### src/rtl/axi_traffic_gen.sv
// rtl/axi_traffic_gen.sv - AXI4 write/read-back INCR burst traffic generator and checker; optional counters under TG_LATENCY_EN
package axi_pkg;

    typedef struct packed {
        logic [3:0]  aw_id;
        logic [15:0] aw_addr;
        logic [7:0]  aw_len;
        logic [2:0]  aw_size;
        logic [1:0]  aw_burst;
        logic        aw_valid;
        logic [31:0] w_data;
        logic [3:0]  w_strb;
        logic        w_last;
        logic        w_valid;
        logic        b_ready;
        logic [3:0]  ar_id;
        logic [15:0] ar_addr;
        logic [7:0]  ar_len;
        logic [2:0]  ar_size;
        logic [1:0]  ar_burst;
        logic        ar_valid;
        logic        r_ready;
    } axi_mosi_t;

    typedef struct packed {
        logic        aw_ready;
        logic        w_ready;
        logic [3:0]  b_id;
        logic [1:0]  b_resp;
        logic        b_valid;
        logic        ar_ready;
        logic [3:0]  r_id;
        logic [31:0] r_data;
        logic [1:0]  r_resp;
        logic        r_last;
        logic        r_valid;
    } axi_miso_t;

endpackage

module axi_traffic_gen
    import axi_pkg::*;
#(
    parameter logic [3:0] ID         = 4'h0,
    parameter int         MAX_BURSTS = 256,
    localparam int        CNT_W      = $clog2(MAX_BURSTS + 1)
) (
    input  logic             ACLK,
    input  logic             ARESET,
    output axi_mosi_t        m_axi_o,
    input  axi_miso_t        m_axi_i,
    input  logic             start,
    input  logic [15:0]      cfg_addr,
    input  logic [7:0]       cfg_len,
    input  logic [CNT_W-1:0] cfg_num,
    input  logic [31:0]      cfg_seed,
    output logic             busy,
    output logic             done,
    output logic [15:0]      err_cnt,
    output logic [31:0]      cyc_total,
    output logic [15:0]      rd_lat_max
);

    typedef enum logic [2:0] {
        S_IDLE,
        S_AW,
        S_W,
        S_B,
        S_AR,
        S_R,
        S_NEXT,
        S_FIN
    } state_t;

    state_t           state_q;
    state_t           state_d;
    logic [15:0]      addr_q;
    logic [7:0]       len_q;
    logic [CNT_W-1:0] num_q;
    logic [31:0]      seed_q;
    logic [CNT_W-1:0] cnt_q;
    logic [7:0]       beat_q;
    logic [1:0]       err_add;
    logic [16:0]      err_sum;
    logic [15:0]      beat_addr;
    logic [31:0]      beat_data;
    logic [15:0]      burst_bytes;
    logic [CNT_W-1:0] cnt_inc;
    logic             last_beat;
    logic             w_hs;
    logic             r_hs;
    logic             start_ok;
    logic             unused_resp;

    // Response codes are not checked; only IDs, data and RLAST framing are.
    assign unused_resp = ^{m_axi_i.b_resp, m_axi_i.r_resp};

    assign beat_addr   = addr_q + {6'd0, beat_q, 2'b00};
    assign beat_data   = seed_q ^ {16'h0000, beat_addr};
    assign burst_bytes = {5'd0, ({1'b0, len_q} + 9'd1), 2'b00};
    assign cnt_inc     = cnt_q + 1'b1;
    assign last_beat   = (beat_q == len_q);
    assign w_hs        = (state_q == S_W) && m_axi_i.w_ready;
    assign r_hs        = (state_q == S_R) && m_axi_i.r_valid;
    assign start_ok    = (state_q == S_IDLE) && start;
    assign busy        = (state_q != S_IDLE);
    assign err_sum     = {1'b0, err_cnt} + {15'd0, err_add};

    // State register.
    always_ff @(posedge ACLK) begin
        if (ARESET) begin
            state_q <= S_IDLE;
        end else begin
            state_q <= state_d;
        end
    end

    // Next-state, channel outputs and per-handshake error increments.
    always_comb begin
        state_d = state_q;
        m_axi_o = '0;
        err_add = 2'd0;
        case (state_q)
            S_IDLE: begin
                if (start) begin
                    state_d = (cfg_num == '0) ? S_FIN : S_AW;
                end
            end
            S_AW: begin
                m_axi_o.aw_valid = 1'b1;
                m_axi_o.aw_id    = ID;
                m_axi_o.aw_addr  = addr_q;
                m_axi_o.aw_len   = len_q;
                m_axi_o.aw_size  = 3'b010;
                m_axi_o.aw_burst = 2'b01;
                if (m_axi_i.aw_ready) begin
                    state_d = S_W;
                end
            end
            S_W: begin
                m_axi_o.w_valid = 1'b1;
                m_axi_o.w_data  = beat_data;
                m_axi_o.w_strb  = 4'hF;
                m_axi_o.w_last  = last_beat;
                if (m_axi_i.w_ready && last_beat) begin
                    state_d = S_B;
                end
            end
            S_B: begin
                m_axi_o.b_ready = 1'b1;
                if (m_axi_i.b_valid) begin
                    err_add = {1'b0, (m_axi_i.b_id != ID)};
                    state_d = S_AR;
                end
            end
            S_AR: begin
                m_axi_o.ar_valid = 1'b1;
                m_axi_o.ar_id    = ID;
                m_axi_o.ar_addr  = addr_q;
                m_axi_o.ar_len   = len_q;
                m_axi_o.ar_size  = 3'b010;
                m_axi_o.ar_burst = 2'b01;
                if (m_axi_i.ar_ready) begin
                    state_d = S_R;
                end
            end
            S_R: begin
                m_axi_o.r_ready = 1'b1;
                if (m_axi_i.r_valid) begin
                    err_add = {1'b0, (m_axi_i.r_data != beat_data)}
                            + {1'b0, (m_axi_i.r_id != ID)}
                            + {1'b0, (m_axi_i.r_last != last_beat)};
                    if (last_beat) begin
                        state_d = S_NEXT;
                    end
                end
            end
            S_NEXT: begin
                state_d = (cnt_inc == num_q) ? S_FIN : S_AW;
            end
            S_FIN: begin
                state_d = S_IDLE;
            end
            default: begin
                state_d = S_IDLE;
            end
        endcase
    end

    // Configuration capture, burst/beat counters, error count and done pulse.
    always_ff @(posedge ACLK) begin
        if (ARESET) begin
            addr_q  <= 16'h0000;
            len_q   <= 8'h00;
            num_q   <= '0;
            seed_q  <= 32'h0000_0000;
            cnt_q   <= '0;
            beat_q  <= 8'h00;
            err_cnt <= 16'h0000;
            done    <= 1'b0;
        end else begin
            done <= (state_q == S_FIN);
            if (start_ok) begin
                addr_q  <= cfg_addr;
                len_q   <= cfg_len;
                num_q   <= cfg_num;
                seed_q  <= cfg_seed;
                cnt_q   <= '0;
                beat_q  <= 8'h00;
                err_cnt <= 16'h0000;
            end else begin
                if (w_hs || r_hs) begin
                    beat_q <= last_beat ? 8'h00 : beat_q + 8'd1;
                end
                if (state_q == S_NEXT) begin
                    addr_q <= addr_q + burst_bytes;
                    cnt_q  <= cnt_inc;
                end
                if (err_add != 2'd0) begin
                    err_cnt <= err_sum[16] ? 16'hFFFF : err_sum[15:0];
                end
            end
        end
    end

`ifdef TG_LATENCY_EN
    logic [15:0] lat_q;
    logic [15:0] lat_nxt;

    assign lat_nxt = (lat_q == 16'hFFFF) ? 16'hFFFF : lat_q + 16'd1;

    // Busy-cycle total and worst AR-to-first-R latency, both saturating.
    always_ff @(posedge ACLK) begin
        if (ARESET) begin
            cyc_total  <= 32'h0000_0000;
            rd_lat_max <= 16'h0000;
            lat_q      <= 16'h0000;
        end else if (start_ok) begin
            cyc_total  <= 32'h0000_0000;
            rd_lat_max <= 16'h0000;
            lat_q      <= 16'h0000;
        end else begin
            if (busy && (cyc_total != 32'hFFFF_FFFF)) begin
                cyc_total <= cyc_total + 32'd1;
            end
            if ((state_q == S_AR) && m_axi_i.ar_ready) begin
                lat_q <= 16'h0000;
            end else if (state_q == S_R) begin
                lat_q <= lat_nxt;
                if (r_hs && (beat_q == 8'h00) && (lat_nxt > rd_lat_max)) begin
                    rd_lat_max <= lat_nxt;
                end
            end
        end
    end
`else
    assign cyc_total  = 32'h0000_0000;
    assign rd_lat_max = 16'h0000;
`endif

endmodule

### config.mk
export PLATFORM = sky130hd
export DESIGN_NAME = axi_traffic_gen
export DESIGN_NICKNAME = d
export VERILOG_FILES = /design/src/rtl/axi_traffic_gen.sv
export SDC_FILE = /design/constraint.sdc
export NUM_CORES = 1
export LEC_CHECK = 0
export ABC_CLOCK_PERIOD_IN_PS = 6300
export CORE_ASPECT_RATIO = 0.6
export CORE_UTILIZATION = 28
export DETAILED_ROUTE_END_ITERATION = 8
export PLACE_DENSITY = 0.63
export SYNTH_ARGS = -nofsm -noshare
export SYNTH_HDL_FRONTEND = slang
export SYNTH_SLANG_ARGS = --single-unit
### constraint.sdc
create_clock -name ACLK -period 6.3 [get_ports ACLK]
set_clock_uncertainty 0.2 [all_clocks]
set_input_delay 1.26 -clock ACLK [delete_from_list [all_inputs] [get_ports ACLK]]
set_output_delay 1.26 -clock ACLK [all_outputs]
set_load 0.01 [all_outputs]
# Yosys cells after proc, flatten, opt, wreduce, memory -nomap -nowiden
# Index checks and enable logic that the tools add are counted.
word_totals:
  regBits: 102
  inputBits: 118
  output_inout_bits: 174
op_classes:
  n_addsub: 8
  eq_ne: 18
  muxes: 22
  bitwise: 1
  reduce_logical: 14
ops:
  columns: ["operator", "count"]
  rows:
  - ["30-bit 2-to-1 mux", 2]
  - ["16-bit 2-to-1 mux", 3]
  - ["38-bit 2-to-1 mux", 1]
  - ["32-bit != test", 1]
  - ["32-bit by 16-bit XOR with 32-bit output", 1]
  - ["3-bit 2-to-1 mux", 9]
  - ["3-bit one-hot mux with 8 select lines", 1]
  - ["16-bit by 2-bit adder with 17-bit output", 1]
  - ["16-bit by 10-bit adder with 16-bit output", 1]
  - ["16-bit by 11-bit adder with 16-bit output", 1]
  - ["3-bit equality test (second input constant)", 4]
  - ["2-bit != test (second input constant)", 6]
  - ["8-bit by 1-bit adder with 9-bit output (second input constant)", 1]
  - ["9-bit by 1-bit adder with 9-bit output (second input constant)", 1]
  - ["9-bit equality test", 1]
  - ["9-bit logical NOT", 1]
  - ["8-bit by 1-bit adder with 8-bit output (second input constant)", 1]
  - ["8-bit equality test", 1]
  - ["8-bit 2-to-1 mux", 1]
  - ["4-bit nonzero test", 2]
  - ["7-bit AND reduction", 1]
  - ["3-bit by 2-bit equality test with 1-bit output (second input constant)", 2]
  - ["1-bit logical AND", 4]
  - ["2-bit one-hot mux with 2 select lines", 1]
  - ["other kinds (12)", 15]

# Logic depth before layout (Yosys ltp)
# Gate-level depths: netlist (run 1).
logic_depth:
  ltp_word: 9
  depth_mapped: 20
  mapped_depth_nobuf: 20

# Least setup slack after synthesis (run 1)
# No wires, ideal clock.
synth_timing:
  kind: "flip-flop to flip-flop"
  start: "register beat_q[0]"
  end: "register err_cnt[14]"
  setup_ns: 0.123
  arrival_time_ns: 4.263
  t_required_ns: 5.977
  path_slack_ns: 1.714
  stages_incl_launch_ff: 21
  n_path_buf: 0
  path_cell_list: "dfxtp_1 ha_1 fa_1 a211oi_1 nor2_1 xnor2_1 xor2_1 nand4_1 nand4b_1 and4b_1 fa_1 o21ai_0 ha_1 inv_1 fa_1 and3b_1 nand2_1 nor2_1 nand3_1 nor3b_1 nor3_1"
synth_via:
  elab_chain_cells: 9
  elab_cells_between_ends: 12
  cone_classes: "add/sub: 4; eq/ne: 3; mux: 3; bitwise: 1; reduce/logical: 1"
synth_rtl:
  columns: ["item", "line_no", "source"]
  rows:
  - ["start: declaration", "82", "logic [7:0] beat_q;"]
  - ["start signal: assignment", "213", "beat_q <= last_beat ? 8'h00 : beat_q + 8'd1;"]
  - ["16-bit by 10-bit adder with 16-bit output", "98", "assign beat_addr = addr_q + {6'd0, beat_q, 2'b00};"]
  - ["32-bit by 16-bit XOR with 32-bit output", "99", "assign beat_data = seed_q ^ {16'h0000, beat_addr};"]
  - ["32-bit != test", "170", "err_add = {1'b0, (m_axi_i.r_data != beat_data)}"]
  - ["1-bit by 1-bit adder with 2-bit output", "171", "+ {1'b0, (m_axi_i.r_id != ID)}"]
  - ["2-bit by 1-bit adder with 2-bit output *", "172", "+ {1'b0, (m_axi_i.r_last != last_beat)};"]
  - ["2-bit 2-to-1 mux *", "169", "if (m_axi_i.r_valid) begin"]
  - ["2-bit one-hot mux with 2 select lines *", "123", "case (state_q)"]
  - ["16-bit by 2-bit adder with 17-bit output", "107", "assign err_sum = {1'b0, err_cnt} + {15'd0, err_add};"]
  - ["16-bit 2-to-1 mux", "220", "err_cnt <= err_sum[16] ? 16'hFFFF : err_sum[15:0];"]
  - ["end signal: assignment", "220", null]
  - ["end: declaration", "59", "output logic [15:0] err_cnt,"]
# Mark *: on every way between the ends. The rest lies on a longest branch, timed or not.
# A chain may end at the register's enable or synchronous reset.

# Worst setup path after layout (run 1)
# Ends and elaborated chain as after synthesis.

==> out/qor.log, run 1 <==
[timing] final clock period utilization by the worst path 90.7%
[floorplanning] floorplan core area 24600 µm²
[routing] DRC errors left 0
[grt] maximum number of pins on one net before global-route repair 74
[cts] CTS tree yes
[logic_synthesis] flops & latches, synth 102
[cts] sink count of the clock tree 102
[floorplanning] die outline area 26000 µm²
[cts] CTS Hold Buffers Added 0
[critical_path] reg-to-reg endpoint err_cnt[14]$_SDFFE_PP0P_
[floorplanning] Die Height 125 µm
[hold_path] hold crit path type flip-flop to flip-flop
[finish] Antenna Cells 0
[floorplanning] initial cell density of the core 28.9%
[timing] remaining max-slew budget at the tightest pin 24.2%
[hold_path] hold path startpoint seed_q[6]$_SDFFE_PP0P_
[finish] growth of design area from synthesis to finish 35.5%
[timing] RSZ-0062 raised after global routing false
[timing] achievable clock frequency 175 MHz
[critical_path] type of destination of the critical path flip-flop
[cts] number of buffers on the longest clock path 2
[place] placed insts 1418
[cts] root buf cell sky130_fd_sc_hd__clkbuf_16
[routing] detail-routed via count per cell 4.61
[power_and_ir_drop] overall power consumption 2.49 mW
[cts] source-to-sink clock delay at the later pin of the worst-skew pair 0.35 ns
[logic_synthesis] mapped cell area 7110 µm²
[hold_path] WHS Path Cells 2
[cts] CTS H-tree depth 3
[logic_synthesis] post-synthesis average cell area 7.71 µm²
[critical_path] Data required, critical path 6.30 ns
[routing] via total after detailed routing 6613
[timing] Worst Setup Slack, final 0.587 ns
[finish] post-layout util 39.2%
[critical_path] Worst R2R Setup Slack 0.59 ns
[critical_path] R2R Path Start beat_q[0]$_SDFFE_PP0P_
[logic_synthesis] number of synthesized flops with an enable pin 0
[critical_path] depth of the worst register-to-register path 20
[power_and_ir_drop] standby leakage power 3.58 nW
[routing] Pre-antenna DRT Iters 5
[power_and_ir_drop] VDD IR-drop max 0.000130 V
[logic_synthesis] cell types occupying the most area after synthesis sky130_fd_sc_hd__dfxtp_1 (29%), sky130_fd_sc_hd__xnor2_1 (11%), sky130_fd_sc_hd__nand2_1 (8.2%)
[routing] Post-DRT Antenna Nets 0
[routing] detailed-route wire length 23.0 mm
[routing] violation count after the first detailed-route iteration 488
[logic_synthesis] share of the synthesized area in the top cell type 28.7%
[grt] first-pass GRT wire length 35.4 mm
[floorplanning] Row Count 44
[timing] Hold Violations, Final 0
[routing] routed wire length per instance 16.1 µm
[timing] Worst Max-Slew Pin Slew 1.14 ns
[power_and_ir_drop] power density of the placed cells 258 nW/µm²
[hold_path] Endpoint, Worst Hold seed_q[6]$_SDFFE_PP0P_
[cts] number of buffers created by CTS 9
[critical_path] kind of critical path flip-flop to flip-flop
[grt] number of antenna violations at the first check in global routing 1
[cts] clock transition at the registers of the reported paths 0.07 ns
[logic_synthesis] ys async rst share 0%
[finish] number of nets in the finished design 1251
[run_status] status finished clean
[logic_synthesis] Syn Inst Count 922
[logic_synthesis] cell type with the largest total area after synthesis sky130_fd_sc_hd__dfxtp_1
[place] pre-CTS worst setup slack 0.318 ns
[grt] remaining global-route overflow 0
[timing] total negative slack for setup checks 0 ns
[timing] shortest clock period the worst path allows after layout 5.71 ns
[timing] Pins Over Slew Limit 0
[run] total of max-cap violations 0
[cts] total of cells resized after clock tree synthesis 0
[place] count of port buffers added during placement 225
[grt] number of global-route vias before repair 6190
[place] global placer's final weighted congestion 0.822
[logic_synthesis] sequential element share of the synthesized area 28.7%
[critical_path] type of element launching the critical path flip-flop
[place] sum of net half-perimeters after detailed placement 17.7 mm
[critical_path] maximum fanout encountered on the critical timing path 7
[finish] number of non-filler instances in the completed layout 1433
[finish] filler instances 2578
[timing] final setup vio count 0
[logic_synthesis] number of distinct library cells after synthesis 61
[floorplanning] Die Wd 208 µm
[cts] Post-CTS Setup Bufs 0
[logic_synthesis] most used flip-flop cell after synthesis sky130_fd_sc_hd__dfxtp_1
[floorplanning] I/O pin total 292
[critical_path] arrival time worst endpoint 5.71 ns
[finish] fraction of final layout cells with drive strength greater than 1 3.15%
[logic_synthesis] number of warnings reported in the yosys synthesis log 0
[grt] Global Route Usage Sum 17.6%
==> worst max-delay path: stages (launching register included) <==
cell,delay [ns]
sky130_fd_sc_hd__dfxtp_1,0.50
sky130_fd_sc_hd__ha_1,0.25
sky130_fd_sc_hd__fa_1,0.47
sky130_fd_sc_hd__xnor2_1,0.23
sky130_fd_sc_hd__xor2_1,0.23
sky130_fd_sc_hd__nand4_1,0.20
sky130_fd_sc_hd__nor3_1,0.35
sky130_fd_sc_hd__nand4_1,0.18
sky130_fd_sc_hd__nand4b_1,0.24
sky130_fd_sc_hd__and4b_1,0.35
sky130_fd_sc_hd__fa_1,0.45
sky130_fd_sc_hd__o21ai_0,0.19
sky130_fd_sc_hd__ha_1,0.20
sky130_fd_sc_hd__inv_1,0.06
sky130_fd_sc_hd__fa_1,0.41
sky130_fd_sc_hd__and3b_1,0.30
sky130_fd_sc_hd__nand2_1,0.13
sky130_fd_sc_hd__nor2_1,0.24
sky130_fd_sc_hd__nand3_1,0.11
sky130_fd_sc_hd__nor3b_1,0.20
sky130_fd_sc_hd__nor3_1,0.07
==> state kept, by name (all words and copies together) (netlist names) <==
signal and cells:
seed_q 32, addr_q 16, err_cnt 16, cnt_q 9, num_q 9, beat_q 8, len_q 8, state_q 3
done 1
==> cells in the mapped netlist, types with 2 or more instances <==
| cell type | count |
|---|---|
| sky130_fd_sc_hd__nand2_1 | 156 |
| sky130_fd_sc_hd__dfxtp_1 | 102 |
| sky130_fd_sc_hd__xnor2_1 | 88 |
| sky130_fd_sc_hd__a21oi_1 | 84 |
| sky130_fd_sc_hd__nor2_1 | 78 |
| sky130_fd_sc_hd__buf_4 | 71 |
| sky130_fd_sc_hd__and2_1 | 69 |
| sky130_fd_sc_hd__clkbuf_1 | 41 |
| sky130_fd_sc_hd__xor2_1 | 30 |
| sky130_fd_sc_hd__ha_1 | 22 |
| sky130_fd_sc_hd__nand3_1 | 17 |
| sky130_fd_sc_hd__nand4_1 | 17 |
| sky130_fd_sc_hd__inv_1 | 13 |
| sky130_fd_sc_hd__nor3_1 | 13 |
| sky130_fd_sc_hd__o21ai_0 | 13 |
| sky130_fd_sc_hd__a211oi_1 | 11 |
| sky130_fd_sc_hd__a311oi_1 | 7 |
| sky130_fd_sc_hd__and3_1 | 6 |
| sky130_fd_sc_hd__mux2i_1 | 5 |
| sky130_fd_sc_hd__nor2b_1 | 5 |
| sky130_fd_sc_hd__a21o_1 | 4 |
| sky130_fd_sc_hd__and3b_1 | 4 |
| sky130_fd_sc_hd__clkbuf_8 | 4 |
| sky130_fd_sc_hd__fa_1 | 4 |
| sky130_fd_sc_hd__nor4_1 | 4 |
| sky130_fd_sc_hd__or3_1 | 4 |
| sky130_fd_sc_hd__nand2b_1 | 3 |
| sky130_fd_sc_hd__nor3b_1 | 3 |
| sky130_fd_sc_hd__o21bai_1 | 3 |
| sky130_fd_sc_hd__o31ai_1 | 3 |
| sky130_fd_sc_hd__a22oi_1 | 2 |
| sky130_fd_sc_hd__a31oi_1 | 2 |
| sky130_fd_sc_hd__and2_2 | 2 |
| sky130_fd_sc_hd__and4b_1 | 2 |
| sky130_fd_sc_hd__buf_1 | 2 |
| sky130_fd_sc_hd__nand4b_1 | 2 |
| sky130_fd_sc_hd__o211ai_1 | 2 |
==> layer usage <==
| layer | up-vias | GRT usage [%] | routed length, µm |
|---|---|---|---|
| met5 | - | 0 | 0 |
| met4 | 0 | 2.83 | 106 |
| met3 | 8 | 4.92 | 1530 |
| met2 | 196 | 24.8 | 9320 |
| met1 | 3093 | 26.5 | 12100 |
| li1 | 3316 | - | - |
==> cell usage in the layout, fill, tap and decap left out, types with 2 or more instances in the layout <==
cell type / netlist / layout
sky130_fd_sc_hd__fa_1: 4 / 4
sky130_fd_sc_hd__xor2_1: 30 / 30
sky130_fd_sc_hd__o21ai_0: 13 / 13
sky130_fd_sc_hd__a22oi_1: 2 / 2
sky130_fd_sc_hd__dfxtp_1: 102 / 102
sky130_fd_sc_hd__bufinv_16: 0 / 3
sky130_fd_sc_hd__or3_1: 4 / 4
sky130_fd_sc_hd__and4b_1: 2 / 2
sky130_fd_sc_hd__a21o_1: 4 / 4
sky130_fd_sc_hd__and2_1: 69 / 68
sky130_fd_sc_hd__a211oi_1: 11 / 11
sky130_fd_sc_hd__mux2i_1: 5 / 5
sky130_fd_sc_hd__clkbuf_16: 0 / 9
sky130_fd_sc_hd__a21oi_1: 84 / 84
sky130_fd_sc_hd__nand2_1: 156 / 155
sky130_fd_sc_hd__o211ai_1: 2 / 2
sky130_fd_sc_hd__inv_1: 13 / 13
sky130_fd_sc_hd__nor2_1: 78 / 77
sky130_fd_sc_hd__and3b_1: 4 / 4
sky130_fd_sc_hd__nand4b_1: 2 / 2
sky130_fd_sc_hd__nand3_1: 17 / 17
sky130_fd_sc_hd__o21bai_1: 3 / 3
sky130_fd_sc_hd__conb_1: 1 / 62
sky130_fd_sc_hd__and2_2: 2 / 3
sky130_fd_sc_hd__nor3_1: 13 / 13
sky130_fd_sc_hd__nor2b_1: 5 / 5
sky130_fd_sc_hd__nand2b_1: 3 / 3
sky130_fd_sc_hd__a311oi_1: 7 / 7
sky130_fd_sc_hd__clkdlybuf4s50_1: 0 / 224
sky130_fd_sc_hd__nand4_1: 17 / 17
sky130_fd_sc_hd__buf_4: 71 / 6
sky130_fd_sc_hd__xnor2_1: 88 / 88
sky130_fd_sc_hd__a31oi_1: 2 / 2
sky130_fd_sc_hd__o31ai_1: 3 / 3
sky130_fd_sc_hd__nor3b_1: 3 / 2
sky130_fd_sc_hd__ha_1: 22 / 22
sky130_fd_sc_hd__and3_1: 6 / 6
sky130_fd_sc_hd__nor4_1: 4 / 4
==> how the worst max path moves through the flow <==
stage          cells after the start  slack [ns]              startpoint                        to
5_1_grt                           20        0.11  beat_q[0]$_SDFFE_PP0P_  err_cnt[14]$_SDFFE_PP0P_
2_1_floorplan                     20        1.71  beat_q[0]$_SDFFE_PP0P_  err_cnt[14]$_SDFFE_PP0P_
4_1_cts                           20        0.54  beat_q[0]$_SDFFE_PP0P_  err_cnt[14]$_SDFFE_PP0P_
3_5_place_dp                      18        0.32              m_axi_i[7]  err_cnt[14]$_SDFFE_PP0P_
6_report                          20        0.59  beat_q[0]$_SDFFE_PP0P_  err_cnt[14]$_SDFFE_PP0P_
3_3_place_gp                      18        0.43              m_axi_i[7]  err_cnt[14]$_SDFFE_PP0P_
==> power breakdown <==
group,switching [mW],internal [mW],total (mW)
logic,0.527,0.438,0.965
registers,0.141,0.730,0.870
clock network,0.257,0.397,0.654
==> area by class of cell <==
cell class / count / area, µm² / area share [%]
clock buffer: 11 / 243 / 2.52
sequential: 102 / 2040 / 21.2
multi-input combinational: 750 / 4510 / 46.8
tap: 322 / 403 / 4.18
inverter: 13 / 48.8 / 0.507
clock inverter: 4 / 95.1 / 0.988
timing repair buffer: 231 / 2290 / 23.8
==> metrics by stage <==
stage,hold slack (ns),area (µm²)
2_1_floorplan,0.246,7330
3_3_place_gp,0.257,9290
3_5_place_dp,0.260,9290
4_1_cts,0.271,9630
5_1_grt,0.284,9630
6_report,0.267,9630
==> cell families (layout without fill, tap and decap cells) <==
family	Yosys count	in the layout	share of synthesized area [%]
simple gates	395	395	26.9
other cells	1	62	0.0528
flops	102	102	28.7
mux	5	5	0.704
buf+inv	131	259	11.2
compound gates	142	142	12.2
fa+ha+maj	26	26	5.00
xor+xnor	120	120	15.2
(Power assumes the default switching activity.)
==> inputs of run 2 (changes only) <==
--- a/config.mk
+++ b/config.mk
@@ -7,9 +7,10 @@
 export LEC_CHECK = 0
 export ABC_CLOCK_PERIOD_IN_PS = 6300
 export CORE_ASPECT_RATIO = 0.6
-export CORE_UTILIZATION = 28
+export CORE_UTILIZATION = 44
 export DETAILED_ROUTE_END_ITERATION = 8
-export PLACE_DENSITY = 0.63
+export GPL_TIMING_DRIVEN = 1
+export PLACE_DENSITY = 0.89
 export SYNTH_ARGS = -nofsm -noshare
 export SYNTH_HDL_FRONTEND = slang
 export SYNTH_SLANG_ARGS = --single-unit
==> run 2 against run 1 <==
  * Worst hold slack about the same
  * Critical path type unchanged
  * Worst setup slack better by 0.054 ns
  * Critical path depth unchanged
  * The run now ends with design-rule violations left
  * Register-to-register slack improved by 0.05 ns
  * Global-route usage is 8.3 points higher
  * First-iteration DRC count increased by 14%
==> out/qor.log, run 2 (synthesis gave the netlist of run 1 again) <==
[finish] area of the multi-input gates 4510 µm² [unchanged]
[power_and_ir_drop] standby leakage power 3.54 nW [-1.3%]
[floorplanning] die outline area 16700 µm² [-36%]
[place] standard cell area after detailed placement 9140 µm² [-1.6%]
[timing] final clock period utilization by the worst path 89.8% [-0.86 points]
[grt] remaining global-route overflow 0 [unchanged]
[timing] achievable clock frequency 177 MHz [+0.95%]
[finish] filler instances 1415 [-45%]
[cts] number of buffers on the longest clock path 2 [unchanged]
[finish] Regs by FF count seed_q (32), addr_q (16), err_cnt (16)
[run] total of max-cap violations 0 [unchanged]
[floorplanning] floorplan core area 15500 µm² [-37%]
[routing] via total after detailed routing 6807 [+2.9%]
[cts] root buf cell sky130_fd_sc_hd__clkbuf_16
[timing] shortest clock period the worst path allows after layout 5.66 ns [-0.0540 ns]
[hold_path] hold crit path type flip-flop to flip-flop
[timing] total negative slack for setup checks 0 ns [unchanged]
[grt] maximum number of pins on one net before global-route repair 74 [unchanged]
[routing] routed wire length per instance 16.4 µm [+1.8%]
[finish] commonest non-fill, non-tap cells in the layout sky130_fd_sc_hd__clkdlybuf4s50_1 (224), sky130_fd_sc_hd__nand2_1 (155), sky130_fd_sc_hd__dfxtp_1 (102)
[critical_path] depth of the worst register-to-register path 20 [unchanged]
[timing] final setup vio count 0 [unchanged]
[timing] Hold Violations, Final 0 [unchanged]
[cts] CTS H-tree depth 3 [unchanged]
[power_and_ir_drop] power density of the placed cells 251 nW/µm² [-2.8%]
[hold_path] hold path startpoint seed_q[3]$_SDFFE_PP0P_
[critical_path] type of element launching the critical path flip-flop
[cts] total of cells resized after clock tree synthesis 0 [unchanged]
[finish] area of all sequential standard cells 2040 µm² [unchanged]
[grt] Global Route Usage Sum 25.9% [+8.3 points]
[timing] RSZ-0062 raised after global routing false
[finish] fraction of final layout cells with drive strength greater than 1 3.24% [+0.087 points]
[routing] Pre-antenna DRT Iters 8 [+3]
[finish] most common cell after layout, fill and taps aside sky130_fd_sc_hd__clkdlybuf4s50_1
[cts] Post-CTS Setup Bufs 0 [unchanged]
[critical_path] type of destination of the critical path flip-flop
[routing] DRC errors left 19 [+19]
[grt] first-pass GRT wire length 33.9 mm [-4.3%]
[routing] violation count after the first detailed-route iteration 556 [+14%]
[floorplanning] I/O pin total 292 [unchanged]
[finish] final cell area excluding filler cells 9420 µm² [-2.2%]
[critical_path] Worst R2R Setup Slack 0.64 ns [+0.05 ns]
[floorplanning] Die Wd 166 µm [-20%]
[timing] Worst Max-Slew Pin Slew 1.07 ns [-0.0700 ns]
[power_and_ir_drop] VDD IR-drop max 0.000134 V [+3.1%]
[finish] flip-flop count of the largest register after layout 32 [unchanged]
[floorplanning] Die Height 100 µm [-20%]
[floorplanning] initial cell density of the core 45.7% [+17 points]
[routing] detailed-route wire length 21.5 mm [-6.5%]
[critical_path] reg-to-reg endpoint err_cnt[14]$_SDFFE_PP0P_
[critical_path] Data required, critical path 6.29 ns [about the same]
[timing] remaining max-slew budget at the tightest pin 28.8% [+4.7 points]
[grt] number of global-route vias before repair 6387 [+3.2%]
[critical_path] kind of critical path flip-flop to flip-flop
[routing] detail-routed via count per cell 5.17 [+12%]
[critical_path] R2R Path Start beat_q[0]$_SDFFE_PP0P_
[timing] Pins Over Slew Limit 0 [unchanged]
[critical_path] maximum fanout encountered on the critical timing path 7 [unchanged]
[grt] number of antenna violations at the first check in global routing 1 [unchanged]
[finish] growth of design area from synthesis to finish 32.6%
[cts] sink count of the clock tree 102 [unchanged]
[run_status] failing checks design-rule violations
[routing] Post-DRT Antenna Nets 0 [unchanged]
[cts] number of buffers created by CTS 9 [unchanged]
[cts] CTS tree yes
[hold_path] WHS Path Cells 2 [unchanged]
[place] sum of net half-perimeters after detailed placement 16.4 mm [-7.2%]
[run_status] status complete, but fails checks
[hold_path] Endpoint, Worst Hold seed_q[3]$_SDFFE_PP0P_
[place] count of port buffers added during placement 225 [unchanged]
[place] global placer's final weighted congestion 0.932 [+13%]
[finish] number of nets in the finished design 1251 [unchanged]
[cts] source-to-sink clock delay at the later pin of the worst-skew pair 0.35 ns [about the same]
[floorplanning] Row Count 35 [-20%]
[finish] Most flops, register seed_q
[critical_path] arrival time worst endpoint 5.65 ns [-0.06 ns]
[cts] clock transition at the registers of the reported paths 0.07 ns [about the same]
[cts] CTS Hold Buffers Added 0 [unchanged]
[run 2: changes by cell type in the layout (fill, tap and decap cells not counted)]
cell                         delta
sky130_fd_sc_hd__bufinv_16      -3
sky130_fd_sc_hd__clkbuf_8       -1
sky130_fd_sc_hd__clkinv_2       -1
sky130_fd_sc_hd__clkinv_4       +1
sky130_fd_sc_hd__clkinvlp_4     +4
sky130_fd_sc_hd__diode_2        +1
sky130_fd_sc_hd__inv_6          +1
[run 2: final cells by class]
class                           count  area share [%]
Multi-Input combinational cell    750            47.8
Timing Repair Buffer              231            24.3
Sequential cell                   102            21.7
Tap cell                          203            2.70
Clock buffer                       10            2.43
Inverter                           13           0.518
Clock inverter                      6           0.505
Antenna cell                        1          0.0266
[run 2: critical path, stage by stage (launching register included)]
cell and delay [ns]:
sky130_fd_sc_hd__dfxtp_1 0.51, sky130_fd_sc_hd__ha_1 0.25, sky130_fd_sc_hd__fa_1 0.47, sky130_fd_sc_hd__xnor2_1 0.26, sky130_fd_sc_hd__xor2_1 0.17, sky130_fd_sc_hd__nand4_1 0.17
sky130_fd_sc_hd__nor3_1 0.37, sky130_fd_sc_hd__nand4_1 0.16, sky130_fd_sc_hd__nand4b_1 0.25, sky130_fd_sc_hd__and4b_1 0.37, sky130_fd_sc_hd__fa_1 0.46, sky130_fd_sc_hd__o21ai_0 0.19
sky130_fd_sc_hd__ha_1 0.19, sky130_fd_sc_hd__inv_1 0.06, sky130_fd_sc_hd__fa_1 0.40, sky130_fd_sc_hd__and3b_1 0.30, sky130_fd_sc_hd__nand2_1 0.13, sky130_fd_sc_hd__nor2_1 0.24
sky130_fd_sc_hd__nand3_1 0.11, sky130_fd_sc_hd__nor3b_1 0.18, sky130_fd_sc_hd__nor3_1 0.07
[run 2: metrics by stage]
stage	power (mW)	std cells	hold slack (ns)	utilization [%]	setup WS [ns]
after global routing	2.51	1316	0.291	60.6	0.258
after floorplan	1.49	983	0.246	-	1.71
after global placement	1.81	1299	0.255	58.8	0.545
after detailed placement	1.84	1299	0.261	58.8	0.464
after CTS	2.37	1315	0.271	60.6	0.706
final	2.37	1316	0.267	60.6	0.641
[run 2: how the worst max path moves through the flow]
stage | startpoint | to
floorplan | beat_q[0]$_SDFFE_PP0P_ | err_cnt[14]$_SDFFE_PP0P_
global placement | m_axi_i[4] | err_cnt[14]$_SDFFE_PP0P_
detailed placement | m_axi_i[6] | err_cnt[14]$_SDFFE_PP0P_
CTS | beat_q[0]$_SDFFE_PP0P_ | err_cnt[14]$_SDFFE_PP0P_
global route | beat_q[0]$_SDFFE_PP0P_ | err_cnt[14]$_SDFFE_PP0P_
finish | beat_q[0]$_SDFFE_PP0P_ | err_cnt[14]$_SDFFE_PP0P_
[run 2: report_power, final]
part / switching (mW) / total [mW] / internal [mW]
clock: 0.265 / 0.535 / 0.271
combinational: 0.518 / 0.960 / 0.442
sequential: 0.141 / 0.870 / 0.729
[run 2: metal layers]
| metal | global-route usage (%) | vias up | wire [µm] |
|---|---|---|---|
| li1 | - | 3312 | - |
| met1 | 36.2 | 3204 | 10200 |
| met2 | 41.7 | 274 | 9450 |
| met3 | 5.24 | 17 | 1710 |
| met4 | 4.46 | 0 | 204 |
| met5 | 0 | - | 0 |
